`src/rtl/fwd_hazard_unit.sv`:
```
// rtl/fwd_hazard_unit.sv - operand forwarding selects, load-use and Hi/Lo multiply stall detection
// Define FWD_HAZARD_FWD_EN to forward; otherwise any in-flight RAW hazard stalls until it retires.
module fwd_hazard_unit #(
   parameter int REG_AW     = 5,
   parameter int DEPTH      = 3,
   parameter int MUL_CYCLES = 4
) (
   input  logic                       clk,
   input  logic                       Reset,
   input  logic                       id_valid,
   input  logic [REG_AW-1:0]          id_rs,
   input  logic [REG_AW-1:0]          id_rt,
   input  logic                       id_uses_rs,
   input  logic                       id_uses_rt,
   input  logic [REG_AW-1:0]          id_rd,
   input  logic                       id_regwrite,
   input  logic                       id_memread,
   input  logic                       id_mult,
   input  logic                       id_hilo_read,
   input  logic                       id_flush,
   output logic                       stall,
   output logic [$clog2(DEPTH+1)-1:0] ex_fwd_a,
   output logic [$clog2(DEPTH+1)-1:0] ex_fwd_b,
   output logic                       mul_busy
);
   localparam int FW = $clog2(DEPTH + 1);
   localparam int CW = 4;

   logic [DEPTH-1:0]  valid_q;
   logic [DEPTH-1:0]  regwrite_q;
   logic [REG_AW-1:0] rd_q [DEPTH];
   // Only the EX entry's load flag matters: older loads have their data by then.
   logic              memread0_q;
   logic [CW-1:0]     mul_cnt_q;
   logic [CW-1:0]     mul_cnt_d;

   logic [FW-1:0]     rs_sel;
   logic [FW-1:0]     rt_sel;
   logic              load_haz;
   logic              data_haz;
   logic              mul_haz;
   logic              issue;

   // Select value k+1 for a hit in entry k; scanning oldest to youngest lets the youngest win.
   always_comb begin
      rs_sel = '0;
      rt_sel = '0;
      for (int k = DEPTH - 1; k >= 0; k--) begin
         if (id_uses_rs && valid_q[k] && regwrite_q[k] && rd_q[k] == id_rs && id_rs != '0)
            rs_sel = FW'(k + 1);
         if (id_uses_rt && valid_q[k] && regwrite_q[k] && rd_q[k] == id_rt && id_rt != '0)
            rt_sel = FW'(k + 1);
      end
   end

   always_comb begin
      load_haz = memread0_q && (rs_sel == FW'(1) || rt_sel == FW'(1));
`ifdef FWD_HAZARD_FWD_EN
      data_haz = load_haz;
`else
      data_haz = load_haz || rs_sel != '0 || rt_sel != '0;
`endif
      mul_haz  = (id_mult || id_hilo_read) && mul_busy;
      stall    = !Reset && id_valid && !id_flush && (data_haz || mul_haz);
      issue    = id_valid && !stall && !id_flush;
   end

   always_comb begin
      mul_cnt_d = mul_cnt_q;
      if (issue && id_mult)
         mul_cnt_d = CW'(MUL_CYCLES);
      else if (mul_cnt_q != '0)
         mul_cnt_d = mul_cnt_q - CW'(1);
   end

   assign mul_busy = mul_cnt_q != '0;

   always_ff @(posedge clk) begin
      if (Reset) begin
         valid_q    <= '0;
         regwrite_q <= '0;
         memread0_q <= 1'b0;
         mul_cnt_q  <= '0;
         for (int k = 0; k < DEPTH; k++) rd_q[k] <= '0;
      end else begin
         for (int k = 1; k < DEPTH; k++) begin
            valid_q[k]    <= valid_q[k-1];
            regwrite_q[k] <= regwrite_q[k-1];
            rd_q[k]       <= rd_q[k-1];
         end
         valid_q[0]    <= issue;
         regwrite_q[0] <= issue && id_regwrite;
         memread0_q    <= issue && id_memread;
         rd_q[0]       <= id_rd;
         mul_cnt_q     <= mul_cnt_d;
      end
   end

`ifdef FWD_HAZARD_FWD_EN
   logic [FW-1:0] ex_fwd_a_q;
   logic [FW-1:0] ex_fwd_b_q;

   always_ff @(posedge clk) begin
      if (Reset) begin
         ex_fwd_a_q <= '0;
         ex_fwd_b_q <= '0;
      end else begin
         ex_fwd_a_q <= issue ? rs_sel : '0;
         ex_fwd_b_q <= issue ? rt_sel : '0;
      end
   end

   assign ex_fwd_a = ex_fwd_a_q;
   assign ex_fwd_b = ex_fwd_b_q;
`else
   assign ex_fwd_a = '0;
   assign ex_fwd_b = '0;
`endif

endmodule

```
`config.mk`:
```
export PLATFORM = sky130hd
export DESIGN_NAME = fwd_hazard_unit
export DESIGN_NICKNAME = d
export VERILOG_FILES = /design/src/rtl/fwd_hazard_unit.sv
export SDC_FILE = /design/constraint.sdc
export NUM_CORES = 1
export LEC_CHECK = 0
export BUFFER_PORTS_ARGS = -buffer_cell sky130_fd_sc_hd__buf_4
export CORE_ASPECT_RATIO = 0.7
export CORE_MARGIN = 3
export CORE_UTILIZATION = 40
export DETAILED_ROUTE_END_ITERATION = 8
export MAX_ROUTING_LAYER = met4
export PLACE_DENSITY = 0.72
export SYNTH_ARGS = -nofsm -noshare
export SYNTH_HDL_FRONTEND = slang
export SYNTH_SLANG_ARGS = --single-unit
```
`constraint.sdc`:
```
create_clock -name clk -period 4.5 [get_ports clk]
set_input_delay 0.45 -clock clk [delete_from_list [all_inputs] [get_ports clk]]
set_output_delay 0.45 -clock clk [all_outputs]
set_load 0.005 [all_outputs]
```
# [After elaboration in Yosys (flattened, before gate mapping)]
# Memory sizes are Yosys's and may differ from the RTL's.
# Index checks and enable logic that the tools add are counted.
[word_totals] in_bits=25 register_bits=11 out_inout_bits=6 mem_bits_rw=15 n_memories=1
[memory_table] name="rd_q" words=3 width=5 read_ports=3 rd_clocked_by_memory_dff=0 wr=3 line_no="31" rtl="logic [REG_AW-1:0] rd_q [DEPTH];"
[classes] reduce_logical=49 add_sub_neg=1 n_mux=14 bitwise=3 n_eq_ne=8
[op_table] op="logical AND 1 bit" count=34
[op_table] op="equality test 5 bit" count=6
[op_table] op="2-to-1 mux 5 bit" count=3
[op_table] op="2-to-1 mux 2 bit" count=6
[op_table] op="nonzero test 5 bit" count=2
[op_table] op="2-to-1 mux 3 bit" count=2
[op_table] op="nonzero test 2 bit" count=3
[op_table] op="logical OR 1 bit" count=5
[op_table] op="equality test 2 x 1 -> 1 bit (second input constant)" count=2
[op_table] op="nonzero test 4 bit" count=1
[op_table] op="subtractor 4 x 1 -> 4 bit (second input constant)" count=1
[op_table] op="zero test 1 bit" count=3
[op_table] op="2-to-1 mux 1 bit" count=3
[op_table] op="bitwise OR 1 bit" count=3
[op_table] op="OR reduction 2 bit" count=1

# [Logic depth before layout (Yosys ltp)]
[logic_depth] ltp_word=19 ltp_mapped=6 ltp_nobuf=6

# [Least setup slack after synthesis]
# OpenSTA, ideal clock, no wires.
[synth_timing] kind="input -> output" startpoint="input id_rs[4]" endpoint="output stall" path_slack_ns=2.607 path_buffers=0 cell_stages=6 arrival_ns=1.443 required_ns=4.050 path_cell_list="xor2_1 nor4_1 nand4_1 a31oi_1 nor3_2 nor2b_1"
[synth_between] elab_chain_len=13
[synth_lines] element="start, declared" line_no="11" rtl="input logic [REG_AW-1:0] id_rs,"
[synth_lines] element="equality test 5 bit" line_no="49" rtl="if (id_uses_rs && valid_q[k] && regwrite_q[k] && rd_q[k] == id_rs && id_rs != '0)"
[synth_lines] element="logical AND 1 bit (2 in series)" line_no="49"
[synth_lines] element="2-to-1 mux 2 bit (2 in series)" line_no="49"
[synth_lines] element="2-to-1 mux 2 bit *" line_no="49"
[synth_lines] element="equality test 2 x 1 -> 1 bit" line_no="57" rtl="load_haz = memread0_q && (rs_sel == FW'(1) || rt_sel == FW'(1));"
[synth_lines] element="logical OR 1 bit" line_no="57"
[synth_lines] element="logical AND 1 bit" line_no="57"
[synth_lines] element="logical OR 1 bit * (2 in series)" line_no="61" rtl="data_haz = load_haz || rs_sel != '0 || rt_sel != '0;"
[synth_lines] element="logical OR 1 bit *" line_no="64" rtl="stall = !Reset && id_valid && !id_flush && (data_haz || mul_haz);"
[synth_lines] element="logical AND 1 bit *" line_no="64"
[synth_lines] element="end, declared" line_no="21" rtl="output logic stall,"
# Mark *: on every way between the ends. The rest lies on a longest branch, timed or not.

==> impl_metrics.py <==
metrics = {
    "route": {
        "ant_nets": 0,
        "first_iter_violations": 14,
        "wirelength_met1_um": 1310,
        "drt-total-wl_um": 2640,
        "wl_per_cell_um": 14.3,
        "drc": 0,
        "wl_met2_um": 1190,
        "drt_pass1_iterations": 4,
        "met3_length_um": 114,
        "highest_layer": "met4",
        "vias_per_cell": 4.92,
        "num_vias": 911,
    },
    "cells_and_area": {
        "nets": 178,
        "final_util_pct": 55.0,
        "antenna_cells": 0,
        "final_cell_mix": "buf_4 (25), dfxtp_1 (25), xor2_1 (24)",
        "layout-drive-gt1-share_pct": 20.5,
        "syn_to_final_growth_pct": 21.0,
    },
    "clock_tree": {
        "holdBufCountCts": 0,
        "clk_path_buf_depth": 2,
        "root_buffer": "clkbuf_8",
        "cts.clk_slew.worst_paths_ps": 80,
        "h-tree-depth": 1,
        "insertion_delay_ps": 270,
        "post_cts_buffers": 0,
        "cts_buffers": 3,
        "clock_sinks": 25,
        "cts_resized": 0,
        "cts_tree": "yes",
    },
    "synthesis": {
        "synthFlopType": "dfxtp_1",
        "ys_ff_latch": 25,
        "ys_async_sr_fraction_pct": 0,
        "synth_top_area_cell": "dfxtp_1",
        "synth.distinct_cells": 28,
        "synth_edf_count": 0,
        "ys_warn_count": 0,
        "ys_seq_area_share_pct": 41.6,
        "syn_inst": 125,
        "yosysTopAreaCellShare_pct": 41.6,
        "avgSynthCellArea_um2": 9.62,
        "synth_area_leaders": "dfxtp_1 (42%), xor2_1 (17%), nor2b_1 (10%)",
        "netlist_area_um2": 1200,
    },
    "pwr": {
        "power_uw": 550,
        "peakVddDrop_mv": 0.193,
        "p_per_area_nw_per_um2": 378,
        "p_leak_uw": 0.000630,
    },
    "timing": {
        "fin_crit_ps": 2450,
        "max_freq_ghz": 0.409,
        "hold_viol_final": 0,
        "skew_ps": 2.78,
        "tns_ps": 0,
        "slew_headroom_pct": 61.2,
        "fin_crit_sh_pct": 54.4,
        "setup_viol": 0,
        "rsz0062_at_grt": "no",
        "layout_setup_ws_ps": 2050,
        "slew_viol_final": 0,
        "tightestPinTransition_ps": 581,
        "fin_hold_ws_ps": 384,
    },
    "setup_path": {
        "worst-path-buf-inv": 1,
        "critical_path.max_fanout": 3,
        "crit_arrival_ps": 2000,
        "cp-end-kind": "output pin",
        "crit_path_max_incr_delay_ps": 380,
        "ff2ff_setup_slack_ps": 2610,
        "crit_slowest_cell": "a31oi_1",
        "crit_type": "reg2out",
        "cp-start-kind": "flop",
        "worstPathRequired_ps": 4050,
        "cp_top_family": "simple AND/OR/NAND/NOR gates",
        "crit_path_start": "rd_q[0][4]",
        "rr_startpoint": "mul_cnt_q[0]",
        "reg2reg_depth": 6,
        "r2r_end": "mul_cnt_q[2]",
        "crit_chain": "xor2_1 > nor4_1 > nand4_1 > a31oi_1 > nor3_2 > nor2b_1 > buf_4",
    },
    "global_routing": {
        "grt_antenna_before_repair": 0,
        "grt_max_degree": 25,
        "overflow": 0,
        "grt_pass1_vias": 905,
        "grt_pass1_wl_um": 4280,
        "track_usage_pct": 15.7,
    },
    "status": {
        "outcome": "complete, no violations",
    },
    "placed_design": {
        "place_ws_ps": 2150,
        "port_buffers": 25,
        "finalWeightedCongestion": 0.874,
        "hpwlAfterDp_um": 2080,
    },
    "hold_path": {
        "hp-start": "id_rd[4]",
        "min_to": "rd_q[0][4]",
        "min_path_cells": 2,
        "hold_class": "in2reg",
    },
    "floorplanning": {
        "dieArea_um2": 3710,
        "coreArea_um2": 2650,
        "die_w_um": 71.5,
        "initial_utilization_pct": 45.4,
        "rows": 15,
        "die_y_um": 51.9,
        "io_pins": 31,
    },
    "job": {
        "maxCapViolations": 0,
    },
}
state kept, by name, indices dropped and copies added, names as in the netlist:
register / count
mul_cnt_q: 4
valid_q: 3
regwrite_q: 3
rd_q: 15
layout make-up:
class / instances / area [µm²]
Clock inverter: 1 / 7.51
Inverter: 3 / 11.3
Clock buffer: 3 / 41.3
Fill cell: 233 / 1190
Multi-Input combinational cell: 94 / 664
Sequential cell: 25 / 500
Timing Repair Buffer: 25 / 188
Tap cell: 34 / 42.5
worst max path at each step:
stage | slack [ps] | end | cells past startpoint
2_1_floorplan | 2610 | stall | 6
3_3_place_gp | 2170 | stall | 8
3_5_place_dp | 2150 | stall | 8
4_1_cts | 2040 | stall | 7
5_1_grt | 1920 | stall | 7
6_report | 2050 | stall | 7
metrics by stage:
stage	instances	area (µm²)
global route	185	1460
finish	185	1460
detailed placement	181	1410
CTS	185	1460
floorplan	128	1210
global placement	181	1410
cell usage after synthesis (2+ instances only):
library cell / number
dfxtp_1: 25
xor2_1: 24
nor2b_1: 20
xnor2_1: 7
nand4_1: 6
nor4_1: 6
buf_4: 4
nor2_1: 4
inv_1: 3
nor3_1: 3
a21oi_1: 2
a31oi_1: 2
clkbuf_1: 2
nor3b_1: 2
or4_1: 2
per-layer routing:
layer	up-vias	global-route usage, %
met5	-	-
met4	0	2.81
met1	424	20.1
met2	19	25.5
li1	464	-
met3	4	4.25
kinds of logic after synthesis:
kind of cell / count (synthesis) / synth area share, %
adder cells (fa/ha/maj): 1 / 1.04
AND/OR/NAND/NOR: 50 / 26.0
flip-flops: 25 / 41.6
other: 1 / 0.312
XOR/XNOR: 31 / 22.6
buffers and inverters: 9 / 4.06
multiplexers: 1 / 0.832
AO/OA/AOI/OAI: 7 / 3.54
worst reg2reg max path, stage by stage (launching register included):
cell     delay (ps)
dfxtp_1         320
inv_1            80
ha_1            210
nor3b_1         520
inv_1           150
nor4_2          400
o21ba_1         170
power by group:
group          internal (µW)  leakage, µW  switching [µW]  total, µW
Combinational           78.1     0.000403            76.7        155
Sequential               243     0.000205            17.5        260
Clock                   62.8    0.0000217            71.8        135
Power figures use the tool's default switching activity.
